### src/rtl/fifo_reader_if.sv
// rtl/fifo_reader_if.sv - FIFO read port plus downstream valid/ready stream for fifo_reader
interface fifo_reader_if #(
   parameter int FIFO_WIDTH = 16
);
   logic                  fifo_empty;
   logic                  fifo_underflow;
   logic [FIFO_WIDTH-1:0] fifo_dout;
   logic                  fifo_rd_en;
   logic [FIFO_WIDTH-1:0] m_data;
   logic                  m_valid;
   logic                  m_ready;

   modport master (
      input  fifo_empty, fifo_underflow, fifo_dout, m_ready,
      output fifo_rd_en, m_data, m_valid
   );

   modport slave (
      output fifo_empty, fifo_underflow, fifo_dout, m_ready,
      input  fifo_rd_en, m_data, m_valid
   );
endinterface

### src/rtl/fifo_reader.sv
// rtl/fifo_reader.sv - FIFO drain controller with 2-entry skid buffer; FIFO_READER_CHECK_EN enables underflow check
module fifo_reader #(
   parameter int FIFO_WIDTH = 16,
   parameter int CNT_WIDTH  = 16
) (
   input  logic                 clk,
   input  logic                 rst_n,
   input  logic                 enable,
   fifo_reader_if.master        bus,
   output logic [CNT_WIDTH-1:0] rd_count,
   output logic                 underflow_err
);
   logic [1:0]            occ;
   logic [1:0]            occ_next;
   logic [1:0]            fill_after_pop;
   logic [1:0]            tail_idx;
   logic                  pend;
   logic                  pop;
   logic                  push;
   logic                  uf_hit;
   logic                  rd_en;
   logic [FIFO_WIDTH-1:0] slot0;
   logic [FIFO_WIDTH-1:0] slot1;

`ifdef FIFO_READER_CHECK_EN
   assign uf_hit = pend && bus.fifo_underflow;
`else
   logic unused_underflow;
   assign unused_underflow = bus.fifo_underflow;
   assign uf_hit           = 1'b0;
`endif

   always_comb begin
      pop            = (occ != 2'd0) && bus.m_ready;
      push           = pend && !uf_hit;
      // occ + pend never exceeds 2, so 2 bits hold every intermediate value
      fill_after_pop = occ + {1'b0, pend} - {1'b0, pop};
      tail_idx       = occ - {1'b0, pop};
      occ_next       = occ + {1'b0, push} - {1'b0, pop};
      rd_en          = rst_n && enable && !bus.fifo_empty && (fill_after_pop < 2'd2);
   end

   assign bus.fifo_rd_en = rd_en;
   assign bus.m_valid    = (occ != 2'd0);
   assign bus.m_data     = slot0;

   always_ff @(posedge clk) begin
      if (!rst_n) begin
         occ      <= 2'd0;
         pend     <= 1'b0;
         slot0    <= '0;
         slot1    <= '0;
         rd_count <= '0;
      end else begin
         occ      <= occ_next;
         pend     <= rd_en;
         rd_count <= rd_count + {{(CNT_WIDTH-1){1'b0}}, pop};
         if (pop && occ == 2'd2)
            slot0 <= slot1;
         // the tail slot is chosen after the head advances, so a shift and a write can coexist
         if (push) begin
            if (tail_idx == 2'd0)
               slot0 <= bus.fifo_dout;
            else
               slot1 <= bus.fifo_dout;
         end
      end
   end

`ifdef FIFO_READER_CHECK_EN
   always_ff @(posedge clk) begin
      if (!rst_n)
         underflow_err <= 1'b0;
      else if (uf_hit)
         underflow_err <= 1'b1;
   end
`else
   assign underflow_err = 1'b0;
`endif
endmodule

### src/flat_wrapper.sv
// flat-port wrapper written by rule: the top's interface ports become plain ports
module fifo_reader_flat 
#(
   parameter int FIFO_WIDTH = 16,
   parameter int CNT_WIDTH  = 16
)
  (clk, rst_n, enable, rd_count, underflow_err, bus_fifo_empty, bus_fifo_underflow, bus_fifo_dout, bus_m_ready, bus_fifo_rd_en, bus_m_data, bus_m_valid);
  fifo_reader_if #(.FIFO_WIDTH(FIFO_WIDTH)) bus_i ();
  input  logic clk;
  input  logic rst_n;
  input  logic enable;
  output logic [CNT_WIDTH-1:0] rd_count;
  output logic underflow_err;
  input wire logic [$bits(bus_i.fifo_empty)-1:0] bus_fifo_empty;
  input wire logic [$bits(bus_i.fifo_underflow)-1:0] bus_fifo_underflow;
  input wire logic [$bits(bus_i.fifo_dout)-1:0] bus_fifo_dout;
  input wire logic [$bits(bus_i.m_ready)-1:0] bus_m_ready;
  output wire logic [$bits(bus_i.fifo_rd_en)-1:0] bus_fifo_rd_en;
  output wire logic [$bits(bus_i.m_data)-1:0] bus_m_data;
  output wire logic [$bits(bus_i.m_valid)-1:0] bus_m_valid;
  assign bus_i.fifo_empty = bus_fifo_empty;
  assign bus_i.fifo_underflow = bus_fifo_underflow;
  assign bus_i.fifo_dout = bus_fifo_dout;
  assign bus_i.m_ready = bus_m_ready;
  assign bus_fifo_rd_en = bus_i.fifo_rd_en;
  assign bus_m_data = bus_i.m_data;
  assign bus_m_valid = bus_i.m_valid;
  fifo_reader #(.FIFO_WIDTH(FIFO_WIDTH), .CNT_WIDTH(CNT_WIDTH)) u_core (.clk(clk), .rst_n(rst_n), .enable(enable), .bus(bus_i), .rd_count(rd_count), .underflow_err(underflow_err));
endmodule
### config.mk
export PLATFORM = sky130hd
export DESIGN_NAME = fifo_reader_flat
export DESIGN_NICKNAME = d
export VERILOG_FILES = /design/src/rtl/fifo_reader_if.sv /design/src/rtl/fifo_reader.sv /design/src/flat_wrapper.sv
export SDC_FILE = /design/constraint.sdc
export NUM_CORES = 1
export LEC_CHECK = 0
export ABC_AREA = 1
export CORE_MARGIN = 4
export CORE_UTILIZATION = 40
export CTS_CLUSTER_DIAMETER = 150
export CTS_CLUSTER_SIZE = 16
export DETAILED_ROUTE_END_ITERATION = 16
export GPL_ROUTABILITY_DRIVEN = 0
export MAX_ROUTING_LAYER = met4
export PLACE_DENSITY_LB_ADDON = 0.1
export REMOVE_ABC_BUFFERS = 1
export SLEW_MARGIN = 0
export SYNTH_ARGS = -nofsm -noshare
export SYNTH_HDL_FRONTEND = slang
export SYNTH_SLANG_ARGS = --single-unit
### constraint.sdc
create_clock -name clk -period 1.8 [get_ports clk]
set_input_delay 0.36 -clock clk [delete_from_list [all_inputs] [get_ports clk]]
set_output_delay 0.36 -clock clk [all_outputs]
set_load 0.02 [all_outputs]
# Word-level counts from Yosys, hierarchy flattened
# Index checks and enable logic that the tools add are counted.
# word_totals
reg_bits	51
out_inout_bits	35
word_cells	24
# op_classes
add_sub_neg	4
n_lt_le_gt_ge	1
n_eq_ne	1
mux	3
bitwise_logic	1
reduce_logical	9
# op_table
operator	n
16-bit 2-to-1 mux	3
16-bit by 1-bit adder with 16-bit output	1
1-bit logical AND	5
2-bit by 1-bit subtractor with 2-bit output	2
2-bit by 1-bit adder with 2-bit output	1
2-bit equality test (second input constant)	1
2-bit zero test	1
2-bit < comparator (second input constant)	1
2-bit AND reduction	1
2-bit nonzero test	1
1-bit zero test	1
1-bit NOT	1

# Longest topological paths before layout
# Gate-level depths: netlist of the first run.
# logic_depth
word_depth	6
mapped_depth	11

# Worst setup path before layout of the first run
# No wires, ideal clock.
# synth_path
kind	reg2out
start	register u_core.occ[0]
end	output bus_fifo_rd_en
t_arrival_ns	1.596
slack_ns	-0.156
stages_incl_launch_ff	9
path_cell_list	dfxtp_1 inv_2 a21oi_4 nand2_2 buf_2 nand2_1 ha_1 xnor2_1 nor2_1
# synth_between
elab_chain_cells	5
word_cells_on_any_way	6
classes_between	2 x add/sub; 1 x order compare; 3 x reduce/logical
# synth_rtl
element	line_no	source
start, declared	fifo_reader.sv:13	logic [1:0] occ;
start signal, assigned	fifo_reader.sv:55	occ <= occ_next;
branches (longest 2 deep; another with 2-bit by 1-bit adder with 2-bit output)	-	
2-bit by 1-bit subtractor with 2-bit output (*)	fifo_reader.sv:37	fill_after_pop = occ + {1'b0, pend} - {1'b0, pop};
2-bit < comparator (*)	fifo_reader.sv:40	rd_en = rst_n && enable && !bus.fifo_empty && (fill_after_pop < 2'd2);
1-bit logical AND (*)	fifo_reader.sv:40	
end, declared	flat_wrapper.sv:18	output wire logic [$bits(bus_i.fifo_rd_en)-1:0] bus_fifo_rd_en;
# Every way passes the cells marked *.

# Worst setup path in the final report of the first run
# Same ends and word-level chain as after synthesis.

==> results of run 1 <==
worst reg2reg max path, cell delays in order (launching register included):
cell and delay [ns]:
dfxtp_2 0.35, inv_4 0.08, buf_4 0.17, nand2_4 0.06, nand3_2 0.06, inv_1 0.04, ha_2 0.16, nand2_1 0.10
nor2_1 0.06, buf_4 0.15, buf_4 0.13, buf_4 0.12, a21oi_1 0.13, nor2_1 0.05
cell type report:
class	instances	area [sq um]	area share (%)
multi-input combinational	205	1065	34.34
inverter	29	111.4	3.592
clock buffer	6	72.57	2.341
clock inverter	2	12.51	0.4036
timing repair buffer	79	728.2	23.49
tap	70	87.58	2.825
sequential	51	1023	33.01
state kept, by name, summed over array words and instances (netlist names):
| name | count |
|---|---|
| u_core.bus.m_data | 16 |
| u_core.occ | 2 |
| u_core.pend | 1 |
| u_core.rd_count | 16 |
| u_core.slot1 | 16 |
cell families after synthesis:
group                      Yosys count  synth area share, %
adders and majority gates            3                1.701
DFF                                 51                46.26
other                                1               0.1699
xor gates and xnor gates             3                1.191
AOI/OAI and AO/OA                   82                20.18
buffers and inverters               44                8.106
and+or+nand+nor                    116                22.39
stage by stage:
stage,area (sq um),power (mW)
4_1_cts,3025,2.128
5_1_grt,3100,2.201
3_5_place_dp,2923,1.475
6_report,3100,2.104
2_1_floorplan,2137,1.317
3_3_place_gp,2923,1.473
power by group through the flow:
| stage | registers [mW] | clock network (mW) | logic (mW) |
|---|---|---|---|
| global placement | 1.20 | 0 | 0.276 |
| detailed placement | 1.20 | 0 | 0.277 |
| global route | 1.18 | 0.709 | 0.315 |
| floorplan | 1.22 | 0 | 0.0922 |
| finish | 1.17 | 0.647 | 0.283 |
| CTS | 1.17 | 0.677 | 0.278 |
Yosys cell counts:
master / instances / share of area (%)
nand2_2: 3 / 0.85
inv_1: 26 / 4.4
and2_1: 1 / 0.28
nor3_1: 4 / 0.91
a21oi_1: 25 / 5.7
nand4_1: 4 / 1.1
a31oi_1: 17 / 4.8
clkinv_1: 1 / 0.17
nand2_1: 45 / 7.7
inv_2: 2 / 0.34
a211oi_1: 1 / 0.34
nor2_1: 33 / 5.6
nand3_1: 25 / 5.7
nor2_2: 1 / 0.28
buf_4: 2 / 0.68
clkbuf_1: 7 / 1.2
ha_1: 3 / 1.7
clkbuf_2: 1 / 0.23
xnor2_1: 1 / 0.40
dfxtp_1: 51 / 46
buf_2: 4 / 0.91
conb_1: 1 / 0.17
buf_1: 1 / 0.17
o21ai_0: 37 / 8.4
a21oi_4: 1 / 0.74
xor2_1: 2 / 0.79
o21ai_1: 1 / 0.23
how the worst min path moves through the flow:
stage                                               start                              end  slack [ns]  cells after the start
after floorplan             u_core.slot1[15]$_SDFFE_PN0P_    u_core.slot1[15]$_SDFFE_PN0P_        0.44                      2
after global placement      u_core.slot1[15]$_SDFFE_PN0P_    u_core.slot1[15]$_SDFFE_PN0P_        0.45                      2
after detailed placement  u_core.bus.m_data[7]$_SDFF_PN0_  u_core.bus.m_data[7]$_SDFF_PN0_        0.46                      2
after CTS                 u_core.bus.m_data[7]$_SDFF_PN0_  u_core.bus.m_data[7]$_SDFF_PN0_        0.48                      2
after global routing      u_core.bus.m_data[2]$_SDFF_PN0_  u_core.bus.m_data[2]$_SDFF_PN0_        0.49                      2
final                     u_core.bus.m_data[7]$_SDFF_PN0_  u_core.bus.m_data[7]$_SDFF_PN0_        0.47                      2
what timing repair did:
action                                  in CTS  in global routing
setup buffers                                1                  4
gates resized for setup                     13                 17
pin swaps                                    2                  7
endpoints found under the setup margin       5                  9
metal layers:
metal	share of wire [%]	global-route usage, %	wire (um)
met1	46	25.34	2654
met3	6.7	4.121	385
met5	0	-	0
met2	46	28.77	2638
met4	0.92	5.648	53
==> metrics.md, run 1 <==
| Metric | Value |
|---|---|
| Slew at the pin closest to its max-slew limit | 0.5018 ns |
| Sw Ratio | 25.76% |
| CTS root buffer | clkbuf_8 |
| RSZ-0062 raised after global routing | yes |
| Fillers | 511 |
| 1st-iter DRT viols | 130 |
| Ant diodes | 0 |
| Largest net degree at the start of global routing | 42 |
| Post-synthesis sequential area ratio | 46.26% |
| Peak supply drop | 0.0004122 V |
| Core Area | 5238 sq um |
| IO Count | 57 |
| Detailed placement HPWL | 3.960 mm |
| R2r setup slk | 0.04 ns |
| Relative slew slack | 66.42% |
| Share of post-route cells with drive strength above 1 | 14.52% |
| Unique cell type count in the Yosys netlist | 27 |
| Sink Count | 51 |
| Fmax | 529.4 MHz |
| Cell family with most CP delay | flip-flops |
| Cell depth of the worst flop-to-flop path | 13 |
| Failing checks | negative setup slack |
| Crit path capture | bus_fifo_rd_en |
| Clock network fraction of design power | 30.8% |
| Worst path slowest cell | dfxtp_2 |
| Worst-path maximum fanout | 4 |
| Die ar. | 6770 sq um |
| Cell Rows | 26 |
| CP dominant cell by count | nand2_2 |
| Max-Cap Viols | 0 |
| Non-Filler Instances | 442 |
| Buf/Inv on CP | 2 |
| Vias | 2,220 |
| Initial antenna violation count | 0 |
| GRT Total Usage | 18.97% |
| PortBufs | 54 |
| Total Wirelength | 5.732 mm |
| Syn avg cell area | 7.357 sq um |
| Setup crit start | u_core.occ[0]$_SDFF_PN0_ |
| Global route overflow | 0 |
| CP Data Arrival Time | 1.53 ns |
| Power per cell area | 678.6 nW/um^2 |
| CP Launch Type | flop |
| Final period util | 104.9% |
| Via density | 5.023 |
| Clock Latency Late Sink | 0.30 ns |
| Seq pwr share | 55.8% |
| Min cycle time layout | 1.889 ns |
| Slowest stage delay, CP | 0.36 ns |
| RR Startpoint | u_core.occ[0]$_SDFF_PN0_ |
| Ys Warns | 0 |
| Critical setup path kind | reg2out |
| Combinational share of power | 13.5% |
| Die height | 82.28 um |
| Routed len/inst | 12.97 um |
| H-Tree Depth | 2 |
| WHS | 0.4729 ns |
| Clk_skew | 0.006730 ns |
| Final Hold Viols | 0 |
| FF+latch count, synth | 51 |
| Pre-CTS WS | -0.7049 ns |
| Slew Viols, Final | 0 |
| Crit path required time | 1.44 ns |
| Clk buf depth | 2 |
| CP Cell Sequence | inv_4, a21oi_4, nand2_2, nand2_2, ha_4, xnor2_2, nor2_1, buf_4 |
| Num CTS Buffers | 5 |
| CTS tree | built |
| Gate Count Post-Synth | 300 |
| Most frequent cells in the layout | clkdlybuf4s50_1 (49), dfxtp_1 (49), nand2_1 (42) |
| LEAKAGE | 1.197 nW |
| Global-route wire length before repair | 9.604 mm |
| Initial core utilization | 42.14% |
| Crit. path cell count | 8 |
| DRC viols | 0 |
| Outcome | finished, violations left |
| R2R Path End | u_core.rd_count[8]$_SDFF_PN0_ |
| Post-Syn Area | 2207 sq um |
| HP Class | reg2reg |
| Number of global-route vias before repair | 2,095 |
| Psw | 542.0 uW |
| NumNets Final | 396 |
| DRT antenna net count | 0 |
| Endpoint class of the critical path | primary output |
| Worst-path clk slew | 0.09 ns |
| Cts hold-fix bufs | 0 |
| Setup TNS | -0.08896 ns |
| Internal Power | 1.562 mW |
| Layout area overhead | 40.48% |
| Placed insts | 430 |
| Final setup fails | 1 |
| DRT Pass-1 Iters | 4 |
| Setup WS post-layout | -0.08896 ns |
| Die Wd | 82.28 um |
| Util after Layout | 59.20% |
Power figures use the tool's default switching activity.
==> run 2: changes to the inputs <==
--- a/config.mk
+++ b/config.mk
@@ -6,7 +6,7 @@
 export NUM_CORES = 1
 export LEC_CHECK = 0
 export ABC_AREA = 1
-export CORE_MARGIN = 4
+export CORE_MARGIN = 2
 export CORE_UTILIZATION = 40
 export CTS_CLUSTER_DIAMETER = 150
 export CTS_CLUSTER_SIZE = 16
==> metrics.md, run 2 (synthesized netlist as in run 1, its figures left out) <==
| Metric | Value |
|---|---|
| Outcome | finished, violations left (unchanged) |
| Failing checks | negative setup slack (unchanged) |
| Clk buf depth | 2 (unchanged) |
| Final Hold Viols | 0 (unchanged) |
| Via density | 5.009 (was 5.023) |
| Max-Cap Viols | 0 (unchanged) |
| Setup WS post-layout | -0.05123 ns (was -0.08896 ns) |
| Core Area | 5405 sq um (was 5238 sq um) |
| Peak supply drop | 0.0004018 V (was 0.0004122 V) |
| Worst path slowest cell | dfxtp_2 (unchanged) |
| DRT antenna net count | 0 (unchanged) |
| Slew at the pin closest to its max-slew limit | 0.5026 ns (was 0.5018 ns) |
| Top sig layer | met4 (unchanged) |
| Endpoint class of the critical path | primary output (unchanged) |
| Placed insts | 432 (was 430) |
| Worst-path clk slew | 0.09 ns (about the same) |
| Power per cell area | 740.9 nW/um^2 (was 678.6 nW/um^2) |
| Vias | 2,209 (was 2,220) |
| Number of global-route vias before repair | 2,120 (was 2,095) |
| Worst-path maximum fanout | 3 (was 4) |
| CTS root buffer | clkbuf_8 (unchanged) |
| PortBufs | 54 (unchanged) |
| Num CTS Buffers | 5 (unchanged) |
| Sw Ratio | 24.47% (was 25.76%) |
| 1st-iter DRT viols | 88 (was 130) |
| Initial core utilization | 40.83% (was 42.14%) |
| Die height | 78.28 um (was 82.28 um) |
| Largest net degree at the start of global routing | 42 (unchanged) |
| GRT Total Usage | 19.90% (was 18.97%) |
| Internal Power | 1.746 mW (was 1.562 mW) |
| HP Class | reg2reg (unchanged) |
| Initial antenna violation count | 0 (unchanged) |
| Clk_skew | 0.008693 ns (was 0.006730 ns) |
| RSZ-0062 raised after global routing | yes (unchanged) |
| Die ar. | 6128 sq um (was 6770 sq um) |
| Share of post-route cells with drive strength above 1 | 14.36% (was 14.52%) |
| Combinational share of power | 12.2% (was 13.5%) |
| CTS tree | built (unchanged) |
| Die Wd | 78.28 um (was 82.28 um) |
| Layout area overhead | 41.33% (was 40.48%) |
| Setup TNS | -0.05123 ns (was -0.08896 ns) |
| Slowest stage delay, CP | 0.37 ns (was 0.36 ns) |
| Cts hold-fix bufs | 0 (unchanged) |
| DRC viols | 0 (unchanged) |
| Clock network fraction of design power | 37.0% (was 30.8%) |
| Most frequent cells in the layout | clkdlybuf4s50_1 (50), dfxtp_1 (49), nand2_1 (42) (was clkdlybuf4s50_1 (49), dfxtp_1 (49), nand2_1 (42)) |
| Ant diodes | 0 (unchanged) |
| DRT Pass-1 Iters | 4 (unchanged) |
| Pre-CTS WS | -0.6959 ns (was -0.7049 ns) |
| NumNets Final | 393 (was 396) |
| Critical setup path kind | reg2out (unchanged) |
| Total Power | 2.311 mW (was 2.104 mW) |
| Seq pwr share | 50.8% (was 55.8%) |
| Relative slew slack | 66.37% (was 66.42%) |
| WL met1 | 2.482 mm (was 2.654 mm) |
| Psw | 565.5 uW (was 542.0 uW) |
| Setup crit start | u_core.occ[0]$_SDFF_PN0_ (unchanged) |
| Sink Count | 51 (unchanged) |
| CP Data Arrival Time | 1.49 ns (was 1.53 ns) |
| Fmax | 540.2 MHz (was 529.4 MHz) |
| Global-route wire length before repair | 9.439 mm (was 9.604 mm) |
| Min cycle time layout | 1.851 ns (was 1.889 ns) |
| CP Cell Sequence | inv_4, a21oi_4, nand2_2, buf_4, nand2_4, xnor2_2, nor2_1, buf_4 (was inv_4, a21oi_4, nand2_2, nand2_2, ha_4, xnor2_2, nor2_1, buf_4) |
| IO Count | 57 (unchanged) |
| Crit path required time | 1.44 ns (about the same) |
| Clock Latency Late Sink | 0.32 ns (was 0.30 ns) |
| H-Tree Depth | 2 (unchanged) |
| Metal3 WL | 168 um (was 385 um) |
| Detailed placement HPWL | 3.855 mm (was 3.960 mm) |
| Global route overflow | 0 (unchanged) |
| Total Wirelength | 5.742 mm (was 5.732 mm) |
| Final period util | 102.8% (was 104.9%) |
| WHS | 0.4685 ns (was 0.4729 ns) |
| Routed len/inst | 13.02 um (was 12.97 um) |
| Wire length on met2 | 3.001 mm (was 2.638 mm) |
| RR Startpoint | u_core.occ[0]$_SDFF_PN0_ (unchanged) |
| Hold Crit Start | u_core.slot1[15]$_SDFFE_PN0P_ (was u_core.bus.m_data[7]$_SDFF_PN0_) |
| Most common cell after layout, fill and taps aside | clkdlybuf4s50_1 |
| CP dominant cell by count | buf_4 (was nand2_2) |
| Non-Filler Instances | 441 (was 442) |
| Cell Rows | 27 (was 26) |
| LEAKAGE | 1.182 nW (was 1.197 nW) |
| Final setup fails | 1 (unchanged) |
| CP Launch Type | flop (unchanged) |
| Slew Viols, Final | 0 (unchanged) |
## run 2: cell type report
type | count | area, sq um
Tap cell | 72 | 90.09
Timing Repair Buffer | 76 | 706.9
Clock buffer | 6 | 82.58
Inverter | 29 | 111.4
Multi-Input combinational cell | 205 | 1066
Fill cell | 527 | 2286
Sequential cell | 51 | 1023
Clock inverter | 2 | 38.79
## run 2: power groups by stage
stage / clock, mW / sequential [mW] / combinational [mW]
CTS: 0.885 / 1.17 / 0.279
global placement: 0 / 1.20 / 0.276
floorplan: 0 / 1.22 / 0.0922
global route: 0.929 / 1.18 / 0.310
finish: 0.856 / 1.17 / 0.282
detailed placement: 0 / 1.20 / 0.278
## run 2: worst max-delay path: cells and delay by family, from the launching register on
kind | cells | cell delay [ns]
buf+inv | 3 | 0.35
flops | 1 | 0.37
compound gates | 1 | 0.12
simple gates | 3 | 0.20
xor+xnor | 1 | 0.12
## run 2: path summary, 6_finish.rpt
check	to	slack, ns	depth (start not counted)
setup / recovery	bus_fifo_rd_en	-0.05	8
hold / removal	u_core.slot1[15]$_SDFFE_PN0P_	0.47	2
setup reg to reg	u_core.rd_count[14]$_SDFF_PN0_	0.06	13
hold reg to reg	u_core.slot1[15]$_SDFFE_PN0P_	0.47	2
## run 2: per-layer routing
layer / track usage (%) / vias to the layer above
li1: - / 1133
met1: 22.02 / 1026
met2: 35.86 / 42
met3: 2.759 / 8
met4: 8.421 / 0
met5: - / -
## run 2: metrics by stage
step / utilization (%) / area [sq um]
CTS: 56.71 / 3065
detailed placement: 54.12 / 2925
floorplan: - / 2137
global route: 57.71 / 3119
finish: 57.71 / 3119
global placement: 54.12 / 2925
## run 2: repair_timing
item	4_1_cts	5_1_grt
endpoints found under the hold margin	0	0
resized for setup	13	16
gates cloned	0	0
buffers inserted	1	0
endpoints found under the setup margin	8	8
pin swaps	2	3
==> run 3: changes to the inputs <==
--- a/config.mk
+++ b/config.mk
@@ -6,12 +6,13 @@
 export NUM_CORES = 1
 export LEC_CHECK = 0
 export ABC_AREA = 1
+export CORE_ASPECT_RATIO = 0.7
 export CORE_MARGIN = 2
 export CORE_UTILIZATION = 40
 export CTS_CLUSTER_DIAMETER = 150
 export CTS_CLUSTER_SIZE = 16
 export DETAILED_ROUTE_END_ITERATION = 16
-export GPL_ROUTABILITY_DRIVEN = 0
+export GPL_ROUTABILITY_DRIVEN = 1
 export MAX_ROUTING_LAYER = met4
 export PLACE_DENSITY_LB_ADDON = 0.1
 export REMOVE_ABC_BUFFERS = 1
==> metrics.md, run 3 (synthesized netlist as in run 1, its figures left out) <==
| Metric | Value |
|---|---|
| Sink Count | 51 (unchanged) |
| Num CTS Buffers | 5 (unchanged) |
| Cts hold-fix bufs | 0 (unchanged) |
| Initial antenna violation count | 0 (unchanged) |
| 1st-iter DRT viols | 144 (was 88) |
| Global-route wire length before repair | 9.018 mm (was 9.439 mm) |
| Endpoint class of the critical path | primary output (unchanged) |
| CTS tree | built (unchanged) |
| Die Wd | 92.79 um (was 78.28 um) |
| Vias | 2,220 (was 2,209) |
| Fmax | 539.3 MHz (was 540.2 MHz) |
| Slew Viols, Final | 0 (unchanged) |
| NumNets Final | 394 (was 393) |
| DRT Pass-1 Iters | 5 (was 4) |
| Power per cell area | 724.3 nW/um^2 (was 740.9 nW/um^2) |
| DRT antenna net count | 0 (unchanged) |
| Die ar. | 6138 sq um (was 6128 sq um) |
| RSZ-0062 raised after global routing | yes (unchanged) |
| Most common cell after layout, fill and taps aside | clkdlybuf4s50_1 (unchanged) |
| Final setup fails | 1 (unchanged) |
| H-Tree Depth | 2 (unchanged) |
| IO Count | 57 (unchanged) |
| Final period util | 103.0% (was 102.8%) |
| Util after Layout | 59.00% (was 57.71%) |
| Layout area overhead | 41.27% (was 41.33%) |
| Clock network fraction of design power | 35.6% (was 37.0%) |
| Internal Power | 1.705 mW (was 1.746 mW) |
| Gpl congestion | 0.8360 |
| Largest net degree at the start of global routing | 42 (unchanged) |
| CTS root buffer | clkbuf_8 (unchanged) |
| Combinational share of power | 12.6% (was 12.2%) |
| HP Class | reg2reg (unchanged) |
| Seq pwr share | 51.9% (was 50.8%) |
| Clk buf depth | 2 (unchanged) |
| Crit path required time | 1.44 ns (about the same) |
| Core Area | 5285 sq um (was 5405 sq um) |
| PortBufs | 54 (unchanged) |
| Cell Rows | 22 (was 27) |
| CP Data Arrival Time | 1.49 ns (about the same) |
| Setup TNS | -0.05419 ns (was -0.05123 ns) |
| Outcome | finished, violations left (unchanged) |
| GRT Total Usage | 19.25% (was 19.90%) |
| Via density | 5.023 (was 5.009) |
| Number of global-route vias before repair | 1,853 (was 2,120) |
| Total Wirelength | 5.573 mm (was 5.742 mm) |
| Die height | 66.15 um (was 78.28 um) |
| Final Hold Viols | 0 (unchanged) |
| Clock Latency Late Sink | 0.30 ns (was 0.32 ns) |
| Failing checks | negative setup slack (unchanged) |
| Worst-path maximum fanout | 2 (was 3) |
| Routed len/inst | 12.61 um (was 13.02 um) |
| Share of post-route cells with drive strength above 1 | 14.59% (was 14.36%) |
| CP Launch Type | flop (unchanged) |
| Critical setup path kind | reg2out (unchanged) |
| LEAKAGE | 1.186 nW (was 1.182 nW) |
| Peak supply drop | 0.0004207 V (was 0.0004018 V) |
| Min cycle time layout | 1.854 ns (was 1.851 ns) |
| DRC viols | 0 (unchanged) |
| Setup WS post-layout | -0.05419 ns (was -0.05123 ns) |
| Psw | 554.0 uW (was 565.5 uW) |
| Clk_skew | 0.007243 ns (was 0.008693 ns) |
| Detailed placement HPWL | 3.867 mm (was 3.855 mm) |
| Sw Ratio | 24.53% (was 24.47%) |
| Most frequent cells in the layout | clkdlybuf4s50_1 (50), dfxtp_1 (49), nand2_1 (43) (was clkdlybuf4s50_1 (50), dfxtp_1 (49), nand2_1 (42)) |
| Max-Cap Viols | 0 (unchanged) |
| Worst-path clk slew | 0.10 ns (was 0.09 ns) |
| Ant diodes | 0 (unchanged) |
| Initial core utilization | 41.76% (was 40.83%) |
| Global route overflow | 0 (unchanged) |
-- run 3: cell types whose count changed in the layout (fill, tap and decap cells not counted), sizes merged --
cell	previous run	this run
buf	23	24
clkinv	1	3
clkbuf	6	5
inv	29	28
-- run 3: path summary, 6_finish.rpt --
path	startpoint	end	slack, ns	depth (start not counted)
min reg2reg	u_core.slot1[15]$_SDFFE_PN0P_	u_core.slot1[15]$_SDFFE_PN0P_	0.47	2
max reg2reg	u_core.occ[0]$_SDFF_PN0_	u_core.rd_count[14]$_SDFF_PN0_	0.09	13
max	u_core.occ[1]$_SDFF_PN0_	bus_fifo_rd_en	-0.05	8
min	u_core.slot1[15]$_SDFFE_PN0P_	u_core.slot1[15]$_SDFFE_PN0P_	0.47	2
-- run 3: through the flow --
step / total power [mW] / std cells / instance area, sq um / hold WS [ns] / setup WS (ns)
after global routing: 2.354 / 442 / 3118 / 0.4957 / -0.1320
after floorplan: 1.317 / 285 / 2137 / 0.4417 / -0.2765
after detailed placement: 1.478 / 433 / 2945 / 0.4528 / -0.6996
after CTS: 2.270 / 441 / 3062 / 0.4680 / -0.07646
after global placement: 1.476 / 433 / 2945 / 0.4492 / -0.7008
final: 2.258 / 442 / 3118 / 0.4693 / -0.05419
-- run 3: final cells by class --
cell class | instances | area (sq um)
Clock buffer | 5 | 68.82
Clock inverter | 3 | 43.79
Fill cell | 504 | 2167
Inverter | 29 | 111.4
Multi-Input combinational cell | 205 | 1057
Sequential cell | 51 | 1023
Tap cell | 72 | 90.09
Timing Repair Buffer | 77 | 723.2
-- run 3: power groups by stage --
stage,clock (mW),sequential (mW),combinational [mW]
6_report,0.803,1.17,0.284
3_3_place_gp,0,1.20,0.280
5_1_grt,0.867,1.18,0.311
4_1_cts,0.818,1.17,0.281
2_1_floorplan,0,1.22,0.0922
3_5_place_dp,0,1.20,0.281
-- run 3: critical path, stage by stage (launching register included) --
cell	delay, ns
dfxtp_2	0.34
inv_2	0.05
a21oi_4	0.15
nand2_2	0.07
nand2_1	0.06
ha_2	0.19
xnor2_2	0.12
nor2_1	0.06
buf_4	0.15
-- run 3: what timing repair did --
action                     4_1_cts  5_1_grt
setup buffers                    0        1
setup endpoints to repair        5        8
resized for setup               10       18
pin swaps                        0        4
-- run 3: metal layers --
metal | track usage (%) | vias to the layer above | part of all wire, %
li1 | - | 1141 | -
met1 | 29.92 | 1004 | 53
met2 | 25.91 | 73 | 41
met3 | 3.877 | 2 | 5.6
met4 | 2.757 | 0 | 0.34
met5 | - | - | 0
